**config.mk**
```make
export PLATFORM = sky130hd
export DESIGN_NAME = io16_write_arbiter
export DESIGN_NICKNAME = d
export VERILOG_FILES = /design/src/rtl/io16_pkg.sv /design/src/rtl/io16_rr_select.sv /design/src/rtl/io16_write_arbiter.sv
export SDC_FILE = /design/constraint.sdc
export NUM_CORES = 1
export LEC_CHECK = 0
export BUFFER_PORTS_ARGS = -buffer_cell sky130_fd_sc_hd__buf_4
export CAP_MARGIN = 20
export CELL_PAD_IN_SITES_DETAIL_PLACEMENT = 0
export CELL_PAD_IN_SITES_GLOBAL_PLACEMENT = 1
export CORE_MARGIN = 2
export CORE_UTILIZATION = 38
export CTS_CLUSTER_DIAMETER = 30
export DETAILED_ROUTE_END_ITERATION = 7
export PLACE_DENSITY_LB_ADDON = 0.1
export SLEW_MARGIN = 0
export SYNTH_ARGS = -nofsm -noshare
export SYNTH_HDL_FRONTEND = slang
export SYNTH_SLANG_ARGS = --single-unit
export TNS_END_PERCENT = 30
```
**constraint.sdc**
```tcl
create_clock -name CLK -period 3 [get_ports CLK]
set_input_delay 0.3 -clock CLK [delete_from_list [all_inputs] [get_ports CLK]]
set_output_delay 0.3 -clock CLK [all_outputs]
set_load 0.05 [all_outputs]
```
**src/rtl/io16_pkg.sv**
```systemverilog
// Shared constants, FSM encoding and transaction record for the 4-requester, 16-bit word write arbiter.
// Constants only: no latency and no backpressure of its own.
package io16_pkg;
   localparam int N_REQ  = 4;
   localparam int WORD_W = 16;

   localparam logic [1:0] ST_IDLE  = 2'd0;
   localparam logic [1:0] ST_WRITE = 2'd1;
   localparam logic [1:0] ST_ACK   = 2'd2;

   // One granted write, captured in IDLE and replayed from here so late REQ changes cannot disturb it.
   typedef struct packed {
      logic [1:0]        id;
      logic [1:0]        addr;
      logic [WORD_W-1:0] dat;
   } wr_txn_t;
endpackage

```
**src/rtl/io16_rr_select.sv**
```systemverilog
// Combinational winner select: round-robin from ptr, or fixed priority with requester 0 highest.
// Zero latency; no backpressure (the caller samples the result only when it can accept a grant).
module io16_rr_select
   import io16_pkg::*;
(
   input  logic [N_REQ-1:0] req,
   input  logic [1:0]       ptr,
   input  logic             prio_mode,
   output logic [1:0]       gnt_id,
   output logic             gnt_vld
);

   logic [1:0] idx;

   // Scan from the farthest candidate down so the nearest asserted request is written last and wins.
   always_comb begin
      gnt_id  = 2'd0;
      gnt_vld = |req;
      idx     = 2'd0;
      for (int off = N_REQ - 1; off >= 0; off--) begin
         if (prio_mode) idx = off[1:0];
         else           idx = ptr + off[1:0];
         if (req[idx]) gnt_id = idx;
      end
   end

endmodule

```
**src/rtl/io16_write_arbiter.sv**
```systemverilog
// Arbitrates four 16-bit write requesters onto four registered output words, one write per 3 cycles.
// Grant latched 1 edge after REQ, write + ACK on the next edge; requesters hold REQ until their ACK.
module io16_write_arbiter
   import io16_pkg::*;
#(
   parameter int PRIO_MODE = 0
)
(
   input  logic                    CLK,
   input  logic                    RST_N,
   input  logic [N_REQ-1:0]        REQ,
   input  logic [2*N_REQ-1:0]      REQ_ADDR,
   input  logic [WORD_W*N_REQ-1:0] REQ_DATA,
   output logic [N_REQ-1:0]        ACK,
   output logic [1:0]              GNT_ID,
   output logic                    BUSY,
   output logic [N_REQ-1:0]        WR_STROBE,
   output logic [WORD_W-1:0]       OUT16BIT1,
   output logic [WORD_W-1:0]       OUT16BIT2,
   output logic [WORD_W-1:0]       OUT16BIT3,
   output logic [WORD_W-1:0]       OUT16BIT4
);

   logic [1:0]                    state_q;
   logic [1:0]                    ptr_q;
   wr_txn_t                       txn_q;
   wr_txn_t                       sel_txn;
   logic [N_REQ-1:0][WORD_W-1:0]  word_q;
   logic [N_REQ-1:0][1:0]         addr_arr;
   logic [N_REQ-1:0][WORD_W-1:0]  data_arr;
   logic [N_REQ-1:0]              ack_q;
   logic [N_REQ-1:0]              strobe_q;
   logic [1:0]                    sel_id;
   logic                          sel_vld;

   assign addr_arr = REQ_ADDR;
   assign data_arr = REQ_DATA;

   io16_rr_select u_select (
      .req       (REQ),
      .ptr       (ptr_q),
      .prio_mode (PRIO_MODE != 0),
      .gnt_id    (sel_id),
      .gnt_vld   (sel_vld)
   );

   always_comb begin
      sel_txn.id   = sel_id;
      sel_txn.addr = addr_arr[sel_id];
      sel_txn.dat  = data_arr[sel_id];
   end

   always_ff @(posedge CLK) begin
      if (!RST_N) begin
         state_q  <= ST_IDLE;
         ptr_q    <= 2'd0;
         txn_q    <= '0;
         word_q   <= '0;
         ack_q    <= '0;
         strobe_q <= '0;
      end else begin
         case (state_q)
            ST_IDLE: begin
               ack_q    <= '0;
               strobe_q <= '0;
               if (sel_vld) begin
                  txn_q   <= sel_txn;
                  state_q <= ST_WRITE;
               end
            end
            ST_WRITE: begin
               word_q[txn_q.addr] <= txn_q.dat;
               strobe_q           <= 4'b0001 << txn_q.addr;
               ack_q              <= 4'b0001 << txn_q.id;
               state_q            <= ST_ACK;
            end
            ST_ACK: begin
               ack_q    <= '0;
               strobe_q <= '0;
               state_q  <= ST_IDLE;
               // Pointer moves only once the transaction retires, so the next IDLE search starts past the winner.
               if (PRIO_MODE == 0) ptr_q <= txn_q.id + 2'd1;
            end
            default: begin
               ack_q    <= '0;
               strobe_q <= '0;
               state_q  <= ST_IDLE;
            end
         endcase
      end
   end

   assign ACK       = ack_q;
   assign WR_STROBE = strobe_q;
   assign BUSY      = (state_q != ST_IDLE);
   assign GNT_ID    = txn_q.id;
   assign OUT16BIT1 = word_q[0];
   assign OUT16BIT2 = word_q[1];
   assign OUT16BIT3 = word_q[2];
   assign OUT16BIT4 = word_q[3];

endmodule

```
Word-level counts from Yosys, hierarchy flattened
Index checks and enable logic that the tools add are counted.
{ "totals": {"register_bits": 96, "inputBits": 78} }
{ "classes": {"n_reduce_logical": 6, "n_shift": 2, "muxes": 21, "eq_ne": 3, "n_lt_le_gt_ge": 7, "add_sub_neg": 4} }
{ "op_table": {"columns": ["op", "n"], "rows": [
  ["64-bit bitwise mux", 1],
  ["16-bit binary-select mux with 2-bit select", 1],
  ["16-bit demux with 2-bit select", 1],
  ["16-bit two-way mux", 2],
  ["2-bit by 3-bit < comparator with 1-bit output (second input constant)", 6],
  ["2-bit two-way mux", 6],
  ["1-bit binary-select mux with 2-bit select", 4],
  ["1-bit by 2-bit left shift with 4-bit output (first input constant)", 2],
  ["2-bit by 1-bit adder with 2-bit output (second input constant)", 2],
  ["2-bit adder (second input constant)", 2],
  ["2-bit binary-select mux with 2-bit select", 1],
  ["1-bit two-way mux", 4],
  ["2-bit one-hot mux with 2 select lines", 1],
  ["2-bit AND reduction", 2],
  ["4-bit OR reduction", 1],
  ["2-bit by 1-bit equality test with 1-bit output (second input constant)", 1],
  ["2-bit equality test (second input constant)", 1],
  ["2-bit by 1-bit >= comparator with 1-bit output (second input constant)", 1],
  ["2-bit logical NOT", 1],
  ["2-bit != test (second input constant)", 1],
  ["2-bit nonzero test", 1],
  ["1-bit logical AND", 1]
]} }

Logic depth before layout (Yosys ltp)
{ "logic_depth": {"ltp_word": 9, "mapped_depth": 7, "ltp_nobuf": 5} }

Hierarchy
From an unflattened synthesis, not the netlist that was laid out.
{ "unflattened": {"hier_cells": 433, "hier_area_um2": 4244.1} }
{ "by_module_without_submodules": {"columns": ["mod", "area_per_inst_um2", "cells_each", "instances"], "rows": [
  ["io16_write_arbiter", 3965.1, 395, 1],
  ["io16_rr_select", 279.0, 38, 1]
]} }

Worst setup path after synthesis
Ideal clock, no wire load.
{ "synth_path": {"kind": "flip-flop to flip-flop", "start": "register state_q[1]", "end": "register txn_q[16] (netlist bit)", "synth_period_minus_slack_ns": 1.515, "required_time_ns": 2.921, "setup_time_ns": 0.079, "path_slack_ns": 1.485, "n_path_buf": 2, "path_stages_with_launch": 8, "arrival_time_ns": 1.436, "cell_sequence": "dfxtp_1 > or2_4 > nor2_4 > and2_4 > nand2b_1 > buf_6 > buf_8 > o221ai_2"} }
{ "synth_between": {"elab_chain_len": 2} }
{ "synth_lines": {"columns": ["element", "line_no", "source"], "rows": [
  ["from (decl)", "io16_write_arbiter.sv:24", "logic [1:0] state_q;"],
  ["from (signal assigned)", "io16_write_arbiter.sv:55", "state_q <= ST_IDLE;"],
  ["from (signal assigned)", "io16_write_arbiter.sv:68", "state_q <= ST_WRITE;"],
  ["from (signal assigned)", "io16_write_arbiter.sv:75", "state_q <= ST_ACK;"],
  ["2-bit logical NOT", "io16_write_arbiter.sv:62", "case (state_q)"],
  ["2-bit AND reduction (no source line)", null, null],
  ["to (signal assigned)", "io16_write_arbiter.sv:67", "txn_q <= sel_txn;"],
  ["to (decl)", "io16_write_arbiter.sv:26", "wr_txn_t txn_q;"]
]} }
Every way passes these cells.
A chain may end at the register's enable or synchronous reset.

Worst setup path in the final report
{ "layout_path": {"start": "register ptr_q[1]", "end": "register txn_q[7] (netlist bit)"} }
{ "layout_between": {"elab_chain_len": 9, "word_cells_on_any_way": 17, "classes_between": "add/sub: 3; mux: 14"} }
{ "layout_lines": {"columns": ["element", "line_no", "source"], "rows": [
  ["from (decl)", "io16_write_arbiter.sv:25", "logic [1:0] ptr_q;"],
  ["from (signal assigned)", "io16_write_arbiter.sv:82", "if (PRIO_MODE == 0) ptr_q <= txn_q.id + 2'd1;"],
  ["2-bit adder", "io16_rr_select.sv:22", "else idx = ptr + off[1:0];"],
  ["1-bit binary-select mux with 2-bit select", "io16_rr_select.sv:23", "if (req[idx]) gnt_id = idx;"],
  ["1-bit two-way mux (not written as such)", "io16_rr_select.sv:23", null],
  ["2-bit two-way mux (3 in a row)", "io16_rr_select.sv:23", null],
  ["2-bit two-way mux *", "io16_rr_select.sv:23", null],
  ["16-bit binary-select mux with 2-bit select *", "io16_write_arbiter.sv:50", "sel_txn.dat = data_arr[sel_id];"],
  ["16-bit two-way mux (not written as such) *", "io16_write_arbiter.sv:50", null]
]} }
Mark *: on every way between the ends. The rest lies on a longest branch, timed or not. The select of a mux whose other input is x is not followed.

==> results.json <==
{
  "layoutNonFillerInstCount": 722,
  "p_int_mw": 1.92,
  "h-tree-depth": 3,
  "die_area_um2": 11500,
  "cts_sinks": 96,
  "place_hpwl_um": 7690,
  "syn-mean-instance-area_um2": 9.11,
  "hp-start": "REQ_ADDR[2]",
  "rsz0062_at_grt": "false",
  "cp.arrival_ns": 2.07,
  "peakVddDrop_v": 0.000284,
  "grt.total_usage_pct": 18.8,
  "cts_hold_buf": 0,
  "crit_fanout": 37,
  "synth_top_family_by_area": "simple AND/OR/NAND/NOR gates",
  "core_area_um2": 10400,
  "synth-seq-area-share_pct": 47.3,
  "swShare_pct": 29.3,
  "synthCells": 446,
  "synth_edf_count": 0,
  "worst_ep_required_time_ns": 3.23,
  "routed_wl_um": 10600,
  "power.switching_uw": 798,
  "r2r_start": "ptr_q[1]",
  "synth_compound_area_share_pct": 19.0,
  "hold_depth": 3,
  "grt_pass1_wl_um": 17100,
  "finalHoldViolCount": 0,
  "cts_setup_buffers": 0,
  "clk_path_buf_depth": 2,
  "synthArstFlopShare_pct": 0,
  "vias": 3478,
  "slowest_delay_ns": 0.49,
  "root_buffer": "clkbuf_8",
  "ys.flop_type": "dfxtp_1",
  "antennaDiodeCount": 0,
  "min_path_type": "in -> reg",
  "initial_core_util_pct": 39.2,
  "drive_gt1_share_pct": 32.8,
  "worstMarginPinSlew_ns": 1.01,
  "worstSetupPathType": "reg -> reg",
  "numCtsBuffers": 9,
  "pin_count": 153,
  "grt_pass1_vias": 3319,
  "cts_resized": 0,
  "nets": 659,
  "power.share.clock_pct": 31.3,
  "rr_worst_depth": 6,
  "yosys.area_share.simple_pct": 19.4,
  "drc": 0,
  "drt.antenna.violating_nets": 0,
  "yosysWarnings": 0,
  "crit_start": "ptr_q[1]",
  "synth_xor_area_share_pct": 0.215,
  "skew_ns": 0.0178,
  "max_cap_violations": 0,
  "viasPerCell": 4.82,
  "syn_area_um2": 4070,
  "rows": 37,
  "rr_endpoint": "txn_q[7]",
  "setup-tns-final_ns": 0,
  "max_freq_mhz": 544,
  "status": "finished clean",
  "drt-initial-drc-count": 122,
  "place.gp.congestion": 0.789,
  "setup_viol": 0,
  "report.final.slew_viol_count": 0,
  "holdWs_ns": 0.247,
  "seqPwrFrac_pct": 52.0,
  "die_h_um": 107,
  "wl_per_cell_um": 14.7,
  "p_leak_nw": 2.19,
  "dp.cells": 706,
  "cp-end-kind": "register",
  "reg2reg_slack_ns": 1.16,
  "cellPowerDensity_nw_per_um2": 502,
  "antenna_found_initial": 0,
  "ys_seq_elements": 96,
  "firstDrtPassIters": 4,
  "insertion_delay_ns": 0.36,
  "grt_max_degree": 76,
  "crit_slowest_cell": "buf_4",
  "io_buffers": 152,
  "worstHoldEndpoint": "txn_q[16]",
  "cp-start-kind": "register",
  "grt-ovfl-total": 0,
  "syn_nets": 524,
  "synth.area.mux_share_pct": 9.11,
  "synth_cell_type_count": 38,
  "path_cells": "a21oi_1 -> o21ai_1 -> a21oi_4 -> buf_4 -> mux2i_1 -> o221ai_2",
  "relSlewSlack_pct": 32.0,
  "synth_adder_area_share_pct": 0,
  "combPwrFrac_pct": 16.8,
  "tritoncts": "yes",
  "path_buf_inv": 1,
  "crit_family": "compound AO/OA/AOI/OAI gates",
  "die_x_um": 107,
  "area_delta_synth_final_pct": 33.4,
  "min_period_ns": 1.84,
  "post-route-util_pct": 52.3,
  "period_share_pct": 61.3,
  "clk_pin_slew_ns": 0.10
}
[layer usage]
metal	global-route usage, %	vias to the layer above	wire, um
met5	0	-	0
met2	27.1	123	4540
li1	-	1767	-
met3	4.42	11	719
met4	5.86	0	124
met1	27.6	1577	5230
[registers in the layout (all words and copies together), names as in the netlist]
| register | cells |
|---|---|
| ACK | 4 |
| GNT_ID | 2 |
| OUT16BIT1 | 16 |
| OUT16BIT2 | 16 |
| OUT16BIT3 | 16 |
| OUT16BIT4 | 16 |
| WR_STROBE | 4 |
| ptr_q | 2 |
| state_q | 2 |
| txn_q | 18 |
[worst min-delay path, delay by kind of cell]
kind / cells / cell delay [ns]
multiplexers: 1 / 0.06
AO/OA/AOI/OAI: 1 / 0.13
buffers and inverters: 1 / 0.07
[synth_stat cells (2+ instances only)]
cell / n / share of area, %
mux2i_1: 37 / 9.1
nor2_1: 2 / 0.18
and2_1: 5 / 0.77
inv_1: 3 / 0.28
and3_1: 2 / 0.31
nor2b_1: 4 / 0.62
a21oi_1: 5 / 0.62
o221ai_1: 8 / 1.7
dfxtp_1: 96 / 47
clkbuf_1: 13 / 1.2
nand2b_1: 5 / 0.77
a21boi_1: 38 / 7.0
nor3b_1: 2 / 0.37
o221ai_2: 10 / 3.7
buf_6: 4 / 1.1
o21ai_0: 2 / 0.25
nand2_1: 151 / 14
a21boi_0: 27 / 5.0
buf_2: 10 / 1.2
buf_4: 4 / 0.74
[per-stage QoR]
stage	setup WS (ns)	total power [mW]	instance area, um2
3_3_place_gp	1.14	1.90	5230
5_1_grt	0.982	2.84	5420
3_5_place_dp	1.08	1.90	5230
4_1_cts	1.15	2.75	5420
2_1_floorplan	1.49	1.73	4070
6_report	1.16	2.72	5420
[logic make-up (layout without fill, tap and decap cells)]
group,Yosys count,in the layout
flip-flops,96,96
AO/OA/AOI/OAI,93,93
buffers and inverters,36,176
multiplexers,37,37
AND/OR/NAND/NOR,183,183
XOR/XNOR,1,1
[area by class of cell]
class | count | area (um2)
Clock buffer | 10 | 128
Clock inverter | 6 | 67.6
Fill cell | 997 | 4950
Inverter | 4 | 15.0
Multi-Input combinational cell | 314 | 1950
Sequential cell | 96 | 1920
Tap cell | 136 | 170
Timing Repair Buffer | 156 | 1170
[power by group through the flow]
stage	Combinational, mW	Sequential [mW]	Clock, mW
2_1_floorplan	0.255	1.47	0
3_5_place_dp	0.461	1.44	0
6_report	0.456	1.41	0.850
5_1_grt	0.495	1.43	0.919
4_1_cts	0.462	1.41	0.877
3_3_place_gp	0.457	1.44	0
[worst max path at each step]
stage                    endpoint  cells after the start
floorplan               txn_q[16]                      7
global placement         txn_q[8]                      7
detailed placement       txn_q[7]                      7
CTS                      txn_q[6]                      6
global route        OUT16BIT1[15]                      4
finish                   txn_q[7]                      6
[layout by cell type, fill, tap and decap left out, types with 2 or more instances in the layout]
cell,Yosys,routed
a21oi_1,5,4
mux2i_1,37,37
o221ai_1,8,8
o21ai_0,2,2
o221ai_2,10,10
nor2_1,2,2
clkinvlp_4,0,2
nand2_1,151,151
and3_1,2,2
buf_4,4,156
nor3b_1,2,2
clkbuf_8,0,9
dfxtp_1,96,96
nor2b_1,4,4
and2_1,5,5
inv_1,3,3
a21boi_1,38,38
a21boi_0,27,27
nand2b_1,5,5
(Power assumes the default switching activity.)
